**src/rtl/dispatch.sv**
```systemverilog
// ---------------------------------------------------------------------------
// dispatch : out-of-order dispatch stage between rename and the ALU, branch
//            and memory execution pipes.
//
//   types_pkg   : rename_data / rs_data structs and shared helper functions.
//   res_station : one reservation station. Holds the entries, wakes them up
//                 from writeback broadcasts, issues the lowest-index ready
//                 entry and drops entries younger than a mispredicted branch.
//   dispatch    : top level. Handshake with rename, physical-register
//                 scoreboard and three station instances (res_alu, res_b,
//                 res_mem).
//
// Ports of dispatch:
//   clk, reset                 clock, synchronous active-high reset
//   valid_in, data_in          renamed instruction from rename
//   ready_in                   dispatch can accept this cycle (combinational)
//   rob_full, rob_index_in     ROB status and tag of the incoming instruction
//                              (the ROB tail while mispredict is high)
//   mispredict, mispredict_tag one-cycle flush pulse and the branch's ROB tag
//   ps_*_in, ps_*_ready        writeback broadcast tags and their valids
//   fu_*_ready                 execution pipe can take an instruction
//   rs_*, *_issued             registered issued entry and its one-cycle strobe
// ---------------------------------------------------------------------------

package types_pkg;

    typedef struct packed {
        logic [1:0]  fu;
        logic [6:0]  pd_new;
        logic [6:0]  ps1;
        logic [6:0]  ps2;
        logic [6:0]  Opcode;
        logic [2:0]  func3;
        logic [6:0]  func7;
        logic [31:0] imm;
    } rename_data;

    typedef struct packed {
        logic        valid;
        logic        ready;
        logic        ps1_ready;
        logic        ps2_ready;
        logic [4:0]  rob_index;
        logic [1:0]  fu;
        logic [6:0]  ps1;
        logic [6:0]  ps2;
        logic [6:0]  pd;
        logic [6:0]  Opcode;
        logic [2:0]  func3;
        logic [6:0]  func7;
        logic [31:0] imm;
    } rs_data;

    // Broadcast buses packed as {mem, b, alu}, 7 bits per tag.
    function automatic logic bc_hit(input logic [6:0]  tag,
                                    input logic [2:0]  bc_valid,
                                    input logic [20:0] bc_tags);
        bc_hit = (bc_valid[0] && (bc_tags[6:0]   == tag)) ||
                 (bc_valid[1] && (bc_tags[13:7]  == tag)) ||
                 (bc_valid[2] && (bc_tags[20:14] == tag));
    endfunction

endpackage

// ---------------------------------------------------------------------------
// res_station : RS_DEPTH-entry reservation station.
//   insert, insert_entry     write a new entry into the lowest free slot
//   bc_valid, bc_tags        writeback broadcasts used for wake-up
//   fu_ready                 downstream pipe accepts an issue this cycle
//   flush, flush_tag,
//   flush_tail               drop entries strictly younger than flush_tag and
//                            older than the ROB tail
//   issue_entry, issued      registered issued entry and its strobe
//   full                     every slot is valid
// ---------------------------------------------------------------------------
module res_station
    import types_pkg::*;
#(
    parameter int RS_DEPTH = 8,
    parameter int ROB_MOD  = 16
) (
    input  logic        clk,
    input  logic        reset,
    input  logic        insert,
    input  rs_data      insert_entry,
    input  logic [2:0]  bc_valid,
    input  logic [20:0] bc_tags,
    input  logic        fu_ready,
    input  logic        flush,
    input  logic [4:0]  flush_tag,
    input  logic [4:0]  flush_tail,
    output rs_data      issue_entry,
    output logic        issued,
    output logic        full
);

    localparam int IDX_W = (RS_DEPTH > 1) ? $clog2(RS_DEPTH) : 1;

    rs_data                rs_table [RS_DEPTH];
    logic [RS_DEPTH-1:0]   kill;
    logic [RS_DEPTH-1:0]   wake1;
    logic [RS_DEPTH-1:0]   wake2;
    logic                  issue_go;
    logic [IDX_W-1:0]      sel_idx;
    logic [IDX_W-1:0]      free_idx;

    // Age distance from the mispredicted branch, modulo the ROB size.
    function automatic logic [4:0] rob_dist(input logic [4:0] a, input logic [4:0] b);
        rob_dist = (a - b) & 5'(ROB_MOD - 1);
    endfunction

    // Descending loop so the lowest matching index is the one left standing.
    // Killed entries are excluded from issue so a flushed op never leaves.
    always_comb begin
        kill     = '0;
        wake1    = '0;
        wake2    = '0;
        issue_go = 1'b0;
        sel_idx  = '0;
        free_idx = '0;
        full     = 1'b1;
        for (int i = RS_DEPTH - 1; i >= 0; i--) begin
            kill[i] = flush && rs_table[i].valid &&
                      (rob_dist(rs_table[i].rob_index, flush_tag) != 5'd0) &&
                      (rob_dist(rs_table[i].rob_index, flush_tag) <
                       rob_dist(flush_tail, flush_tag));
            wake1[i] = rs_table[i].ps1_ready || bc_hit(rs_table[i].ps1, bc_valid, bc_tags);
            wake2[i] = rs_table[i].ps2_ready || bc_hit(rs_table[i].ps2, bc_valid, bc_tags);
            if (fu_ready && rs_table[i].valid && rs_table[i].ready && !kill[i]) begin
                issue_go = 1'b1;
                sel_idx  = IDX_W'(i);
            end
            if (!rs_table[i].valid) begin
                free_idx = IDX_W'(i);
            end
            full = full & rs_table[i].valid;
        end
    end

    // Insert only ever targets a free slot while issue/kill only touch valid
    // slots, so the three updates never collide on the same entry.
    always_ff @(posedge clk) begin
        if (reset) begin
            for (int i = 0; i < RS_DEPTH; i++) begin
                rs_table[i] <= '0;
            end
            issue_entry <= '0;
            issued      <= 1'b0;
        end else begin
            issued <= 1'b0;
            for (int i = 0; i < RS_DEPTH; i++) begin
                if (kill[i]) begin
                    rs_table[i].valid <= 1'b0;
                end else if (rs_table[i].valid) begin
                    rs_table[i].ps1_ready <= wake1[i];
                    rs_table[i].ps2_ready <= wake2[i];
                    rs_table[i].ready     <= wake1[i] & wake2[i];
                end
            end
            if (issue_go) begin
                rs_table[sel_idx].valid <= 1'b0;
                issue_entry             <= rs_table[sel_idx];
                issued                  <= 1'b1;
            end
            if (insert) begin
                rs_table[free_idx] <= insert_entry;
            end
        end
    end

endmodule

// ---------------------------------------------------------------------------
// dispatch : top level (see file header for the port summary).
// ---------------------------------------------------------------------------
module dispatch
    import types_pkg::*;
#(
    parameter int RS_DEPTH  = 8,
    parameter int NUM_PREGS = 128,
    parameter int ROB_MOD   = 16
) (
    input  logic       clk,
    input  logic       reset,
    input  logic       valid_in,
    input  rename_data data_in,
    output logic       ready_in,
    input  logic       rob_full,
    input  logic [4:0] rob_index_in,
    input  logic       mispredict,
    input  logic [4:0] mispredict_tag,
    input  logic [6:0] ps_alu_in,
    input  logic [6:0] ps_b_in,
    input  logic [6:0] ps_mem_in,
    input  logic       ps_alu_ready,
    input  logic       ps_b_ready,
    input  logic       ps_mem_ready,
    input  logic       fu_alu_ready,
    input  logic       fu_b_ready,
    input  logic       fu_mem_ready,
    output rs_data     rs_alu,
    output rs_data     rs_b,
    output rs_data     rs_mem,
    output logic       alu_issued,
    output logic       b_issued,
    output logic       mem_issued
);

    logic [NUM_PREGS-1:0] preg_rtable;
    logic [NUM_PREGS-1:0] preg_next;
    logic                 rs_alu_full;
    logic                 rs_b_full;
    logic                 rs_mem_full;
    logic                 sel_full;
    logic                 accept;
    logic [2:0]           bc_valid;
    logic [20:0]          bc_tags;
    rs_data               new_entry;
    logic                 ps1_rdy;
    logic                 ps2_rdy;

    assign bc_valid = {ps_mem_ready, ps_b_ready, ps_alu_ready};
    assign bc_tags  = {ps_mem_in, ps_b_in, ps_alu_in};

    // fu=00 has no station behind it and is therefore never back-pressured.
    always_comb begin
        sel_full = 1'b0;
        case (data_in.fu)
            2'b01:   sel_full = rs_alu_full;
            2'b10:   sel_full = rs_b_full;
            2'b11:   sel_full = rs_mem_full;
            default: sel_full = 1'b0;
        endcase
    end

    assign ready_in = !rob_full && !mispredict && !sel_full;
    assign accept   = valid_in && ready_in;

    // A source broadcast in the same cycle as the insert counts as ready,
    // otherwise the entry would miss its only wake-up.
    always_comb begin
        ps1_rdy             = preg_rtable[data_in.ps1] || bc_hit(data_in.ps1, bc_valid, bc_tags);
        ps2_rdy             = preg_rtable[data_in.ps2] || bc_hit(data_in.ps2, bc_valid, bc_tags);
        new_entry           = '0;
        new_entry.valid     = 1'b1;
        new_entry.ps1_ready = ps1_rdy;
        new_entry.ps2_ready = ps2_rdy;
        new_entry.ready     = ps1_rdy && ps2_rdy;
        new_entry.rob_index = rob_index_in;
        new_entry.fu        = data_in.fu;
        new_entry.ps1       = data_in.ps1;
        new_entry.ps2       = data_in.ps2;
        new_entry.pd        = data_in.pd_new;
        new_entry.Opcode    = data_in.Opcode;
        new_entry.func3     = data_in.func3;
        new_entry.func7     = data_in.func7;
        new_entry.imm       = data_in.imm;
    end

    // Allocation clears first so a same-cycle broadcast of that tag wins.
    // p0 is the hard-wired zero register and never goes busy.
    always_comb begin
        preg_next = preg_rtable;
        if (accept && data_in.fu[0] && (data_in.pd_new != 7'd0)) begin
            preg_next[data_in.pd_new] = 1'b0;
        end
        if (ps_alu_ready) preg_next[ps_alu_in] = 1'b1;
        if (ps_b_ready)   preg_next[ps_b_in]   = 1'b1;
        if (ps_mem_ready) preg_next[ps_mem_in] = 1'b1;
        preg_next[0] = 1'b1;
    end

    always_ff @(posedge clk) begin
        if (reset) begin
            preg_rtable <= '1;
        end else begin
            preg_rtable <= preg_next;
        end
    end

    res_station #(.RS_DEPTH(RS_DEPTH), .ROB_MOD(ROB_MOD)) res_alu (
        .clk          (clk),
        .reset        (reset),
        .insert       (accept && (data_in.fu == 2'b01)),
        .insert_entry (new_entry),
        .bc_valid     (bc_valid),
        .bc_tags      (bc_tags),
        .fu_ready     (fu_alu_ready),
        .flush        (mispredict),
        .flush_tag    (mispredict_tag),
        .flush_tail   (rob_index_in),
        .issue_entry  (rs_alu),
        .issued       (alu_issued),
        .full         (rs_alu_full)
    );

    res_station #(.RS_DEPTH(RS_DEPTH), .ROB_MOD(ROB_MOD)) res_b (
        .clk          (clk),
        .reset        (reset),
        .insert       (accept && (data_in.fu == 2'b10)),
        .insert_entry (new_entry),
        .bc_valid     (bc_valid),
        .bc_tags      (bc_tags),
        .fu_ready     (fu_b_ready),
        .flush        (mispredict),
        .flush_tag    (mispredict_tag),
        .flush_tail   (rob_index_in),
        .issue_entry  (rs_b),
        .issued       (b_issued),
        .full         (rs_b_full)
    );

    res_station #(.RS_DEPTH(RS_DEPTH), .ROB_MOD(ROB_MOD)) res_mem (
        .clk          (clk),
        .reset        (reset),
        .insert       (accept && (data_in.fu == 2'b11)),
        .insert_entry (new_entry),
        .bc_valid     (bc_valid),
        .bc_tags      (bc_tags),
        .fu_ready     (fu_mem_ready),
        .flush        (mispredict),
        .flush_tag    (mispredict_tag),
        .flush_tail   (rob_index_in),
        .issue_entry  (rs_mem),
        .issued       (mem_issued),
        .full         (rs_mem_full)
    );

endmodule

```
**config.mk**
```make
export PLATFORM = sky130hd
export DESIGN_NAME = dispatch
export DESIGN_NICKNAME = d
export VERILOG_FILES = /design/src/rtl/dispatch.sv
export SDC_FILE = /design/constraint.sdc
export NUM_CORES = 2
export LEC_CHECK = 0
export ABC_AREA = 1
export CELL_PAD_IN_SITES_DETAIL_PLACEMENT = 1
export CELL_PAD_IN_SITES_GLOBAL_PLACEMENT = 1
export CORE_MARGIN = 2
export CORE_UTILIZATION = 45
export CTS_CLUSTER_SIZE = 28
export DETAILED_ROUTE_END_ITERATION = 10
export DONT_BUFFER_PORTS = 1
export GPL_ROUTABILITY_DRIVEN = 0
export PLACE_DENSITY_LB_ADDON = 0.1
export SLEW_MARGIN = 15
export SYNTH_ARGS = -nofsm -noshare
export SYNTH_HDL_FRONTEND = slang
export SYNTH_SLANG_ARGS = --single-unit
```
**constraint.sdc**
```tcl
create_clock -name clk -period 8 [get_ports clk]
set_clock_uncertainty 0.05 [all_clocks]
set_input_delay 1.2 -clock clk [delete_from_list [all_inputs] [get_ports clk]]
set_output_delay 1.2 -clock clk [all_outputs]
set_load 0.1 [all_outputs]
```
==> results.toml <==
[route]
drc = 0
drt_pre_antenna_iters = 9
wirelength_um = 529600
ant_nets = 0
vias = 112870
drtIter0Drc = 14595
vias_per_cell = 6.502
routedWlPerCell_um = 30.51

[hold_path]
hold_path_class = "reg2reg"
min_delay_path_depth = 2

[clocking]
ctsHoldBuffers = 0
cts_tree = "done"
cts_buffers = 276
h-tree-depth = 5
cts.path.max_buffers = 4
cts.sinks = 2317
cts_resized = 0
clock_latency_ns = 0.93
post_cts.repair.setup_buffers = 0
cts.reportedPaths.clkPinSlew_ns = 0.06
cts-root-buf = "clkbuf_16"

[global_route]
grt_pass1_vias = 114845
grt_pass1_wl_um = 766900
grt_max_degree = 173
antenna_found_initial = 22
grt-ovfl-total = 0
grt_use_total_pct = 37.01

[sta]
setup_viol = 0
setup_tns_ns = 0
relSlewSlack_pct = 8.202
rsz0062_at_grt = "false"
fmax_ghz = 0.1603
period_needed_ns = 6.240
finalHoldViolations = 0
drv_slew = 0
worst_pin_slew_ns = 1.356
fin_crit_sh_pct = 78.00

[logic_synthesis]
synth_top_area_share_pct = 46.88
yosys_warnings = 0
syn-instance-count = 14186
ys.flop_type = "edfxtp_1"
synth-xor-area-share_pct = 2.646
synthAdderAreaFrac_pct = 1.414
synth_area_leaders = "edfxtp_1 47%, nor2_1 7.6%, nand3_1 7.4%"
synth_common_cells = "2504 x nor2_1, 2136 x nand2_1, 1920 x edfxtp_1"
synth_area_leader_cell = "edfxtp_1"
syn_area_um2 = 123000
yosysSeqAreaShare_pct = 53.34
yosysMostFrequentCell = "nor2_1"
avgSynthCellArea_um2 = 8.670
ys_async_sr_fraction_pct = 0
muxShareOfSynthArea_pct = 0
synth.distinct_cells = 67
synthSimpleGateAreaFrac_pct = 25.80
synth_edf_count = 1920
synth_top_family_by_area = "simple AND/OR/NAND/NOR gates"
synth_compound_area_share_pct = 9.272
synth_seq_cells = 2317

[setup_path]
crit_chain = "clkinv_1 > ha_1 > fa_1 > buf_4 > ha_1 > a21oi_1 > o21ai_0 > o2bb2ai_1 > nand2_1 > nand2_1 > nand2_1 > nand2_1 > nand2_1 > nand2_1 > nand2_8 > nand2_8 > inv_4 > buf_4 > nand3_1 > nand3_1 > nor2_1 > nor2_1"
arrival_ns = 7.02
end_kind = "flop"
start_kind = "primary input"
worstSetupPathType = "in2reg"
slowest_stage = "fa_1"
path_max_fanout = 70
critPathRequiredTime_ns = 8.78
worst_path_most_repeated_cell = "nand2_1"
cp_slowest_stage_delay_ns = 0.96
r2r_cells = 27

[power]
p_leak_nw = 52.91
irDropWorstVdd_mv = 0.1767
p_per_area_nw_per_um2 = 209.7

[cells_and_area]
multi_input_area_um2 = 48910
drive_gt1_share_pct = 6.068
nets = 13800
fillers = 31014
seqCellArea_um2 = 65600
layoutNonFillerInstCount = 17358
area_delta_synth_final_pct = 9.306

[place]
port_buffers = 0
hpwl_um = 312600
dp_cells = 16853

[floorplan]
dieArea_um2 = 277500
rows = 191
coreArea_um2 = 271200
fp.dieH_um = 526.8
die_w_um = 526.8
io_pins = 361
start_util_pct = 45.35

[run]
cap_violations = 0

[run_status]
outcome = "finished, final reports clean"
## logic make-up (layout without fill, tap and decap cells)
family | count (synthesis) | count (layout)
and+or+nand+nor | 7241 | 7241
buffers and inverters | 2331 | 1908
DFF | 2317 | 2317
AOI/OAI and AO/OA | 1803 | 1803
xor gates and xnor gates | 369 | 369
adders and majority gates | 124 | 124
other | 1 | 26
## final cells by class
cell class	instances	share of cell area, %
Inverter	1147	3.239
Timing Repair Buffer	267	1.751
Sequential cell	2317	48.80
Clock inverter	106	0.7306
Multi-Input combinational cell	9553	36.38
Tap cell	3570	3.322
Antenna cell	10	0.01861
Clock buffer	388	5.762
## critical path: cells and delay by family
| kind | cells | cell delay, ns |
|---|---|---|
| simple gates | 12 | 1.90 |
| buf+inv | 4 | 1.76 |
| compound gates | 3 | 0.48 |
| fa+ha+maj | 3 | 1.53 |
## worst paths after layout
path | startpoint | to | slack [ns]
worst min register to register | preg_rtable[22]$_SDFF_PP1_ | preg_rtable[22]$_SDFF_PP1_ | 0.44
worst max register to register | res_mem.rs_table[6][72]$_SDFFCE_PN0P_ | res_mem.issue_entry[57]$_SDFFE_PP0N_ | 2.53
worst min-delay path | preg_rtable[22]$_SDFF_PP1_ | preg_rtable[22]$_SDFF_PP1_ | 0.44
worst max-delay path | rob_index_in[0] | res_mem.issue_entry[57]$_SDFFE_PP0N_ | 1.76
## where the power goes
part	switching (mW)	total, mW	leakage, nW	internal (mW)
clock network	5.35	12.4	4.28	7.07
logic	1.56	2.11	25.6	0.548
registers	0.269	13.7	23.0	13.4
total	7.19	28.2	52.9	21.0
## state kept, by name (all words and copies together) (netlist names)
register,count
res_alu.issued,1
res_mem.rs_table,648
res_mem.issued,1
res_b.rs_table,648
res_mem.issue_entry,81
res_b.issued,1
res_b.issue_entry,81
res_alu.issue_entry,81
res_alu.rs_table,648
preg_rtable,127
## per-stage QoR
stage          area [um^2]  utilization (%)  hold WS (ns)  setup slack (ns)  total power [mW]
6_report            134400            49.57        0.4441             1.760             28.19
5_1_grt             134400            49.56        0.4374             1.524             28.85
3_5_place_dp        125600            46.32        0.4400             1.094             15.94
3_3_place_gp        125600            46.32        0.4211             1.175             15.83
2_1_floorplan       123100                -        0.4039             1.070             15.20
4_1_cts             134400            49.54        0.3868             1.965             28.23
## cells in the final DEF, fill, tap and decap left out, types with 227 or more instances in the layout
master | synthesis | layout
o21ai_0 | 667 | 667
clkbuf_16 | 0 | 283
nand2_1 | 2136 | 2105
nor2_1 | 2504 | 2503
xor2_1 | 227 | 227
nand3b_1 | 270 | 270
a21oi_1 | 236 | 235
buf_4 | 23 | 239
o22ai_1 | 310 | 310
inv_1 | 1088 | 1065
nand3_1 | 1830 | 1828
nand4_1 | 256 | 256
dfxtp_1 | 397 | 397
edfxtp_1 | 1920 | 1920
## metal layers
layer	GRT usage (%)	wire [um]	vias up	share of wire, %
met5	0	115	-	0.022
met4	20.28	33640	18	6.4
met3	7.657	53740	1906	10
met2	59.45	240500	6503	45
met1	46.65	201600	56895	38
li1	-	-	47548	-
Note: power is estimated with default switching activity, not from simulation.
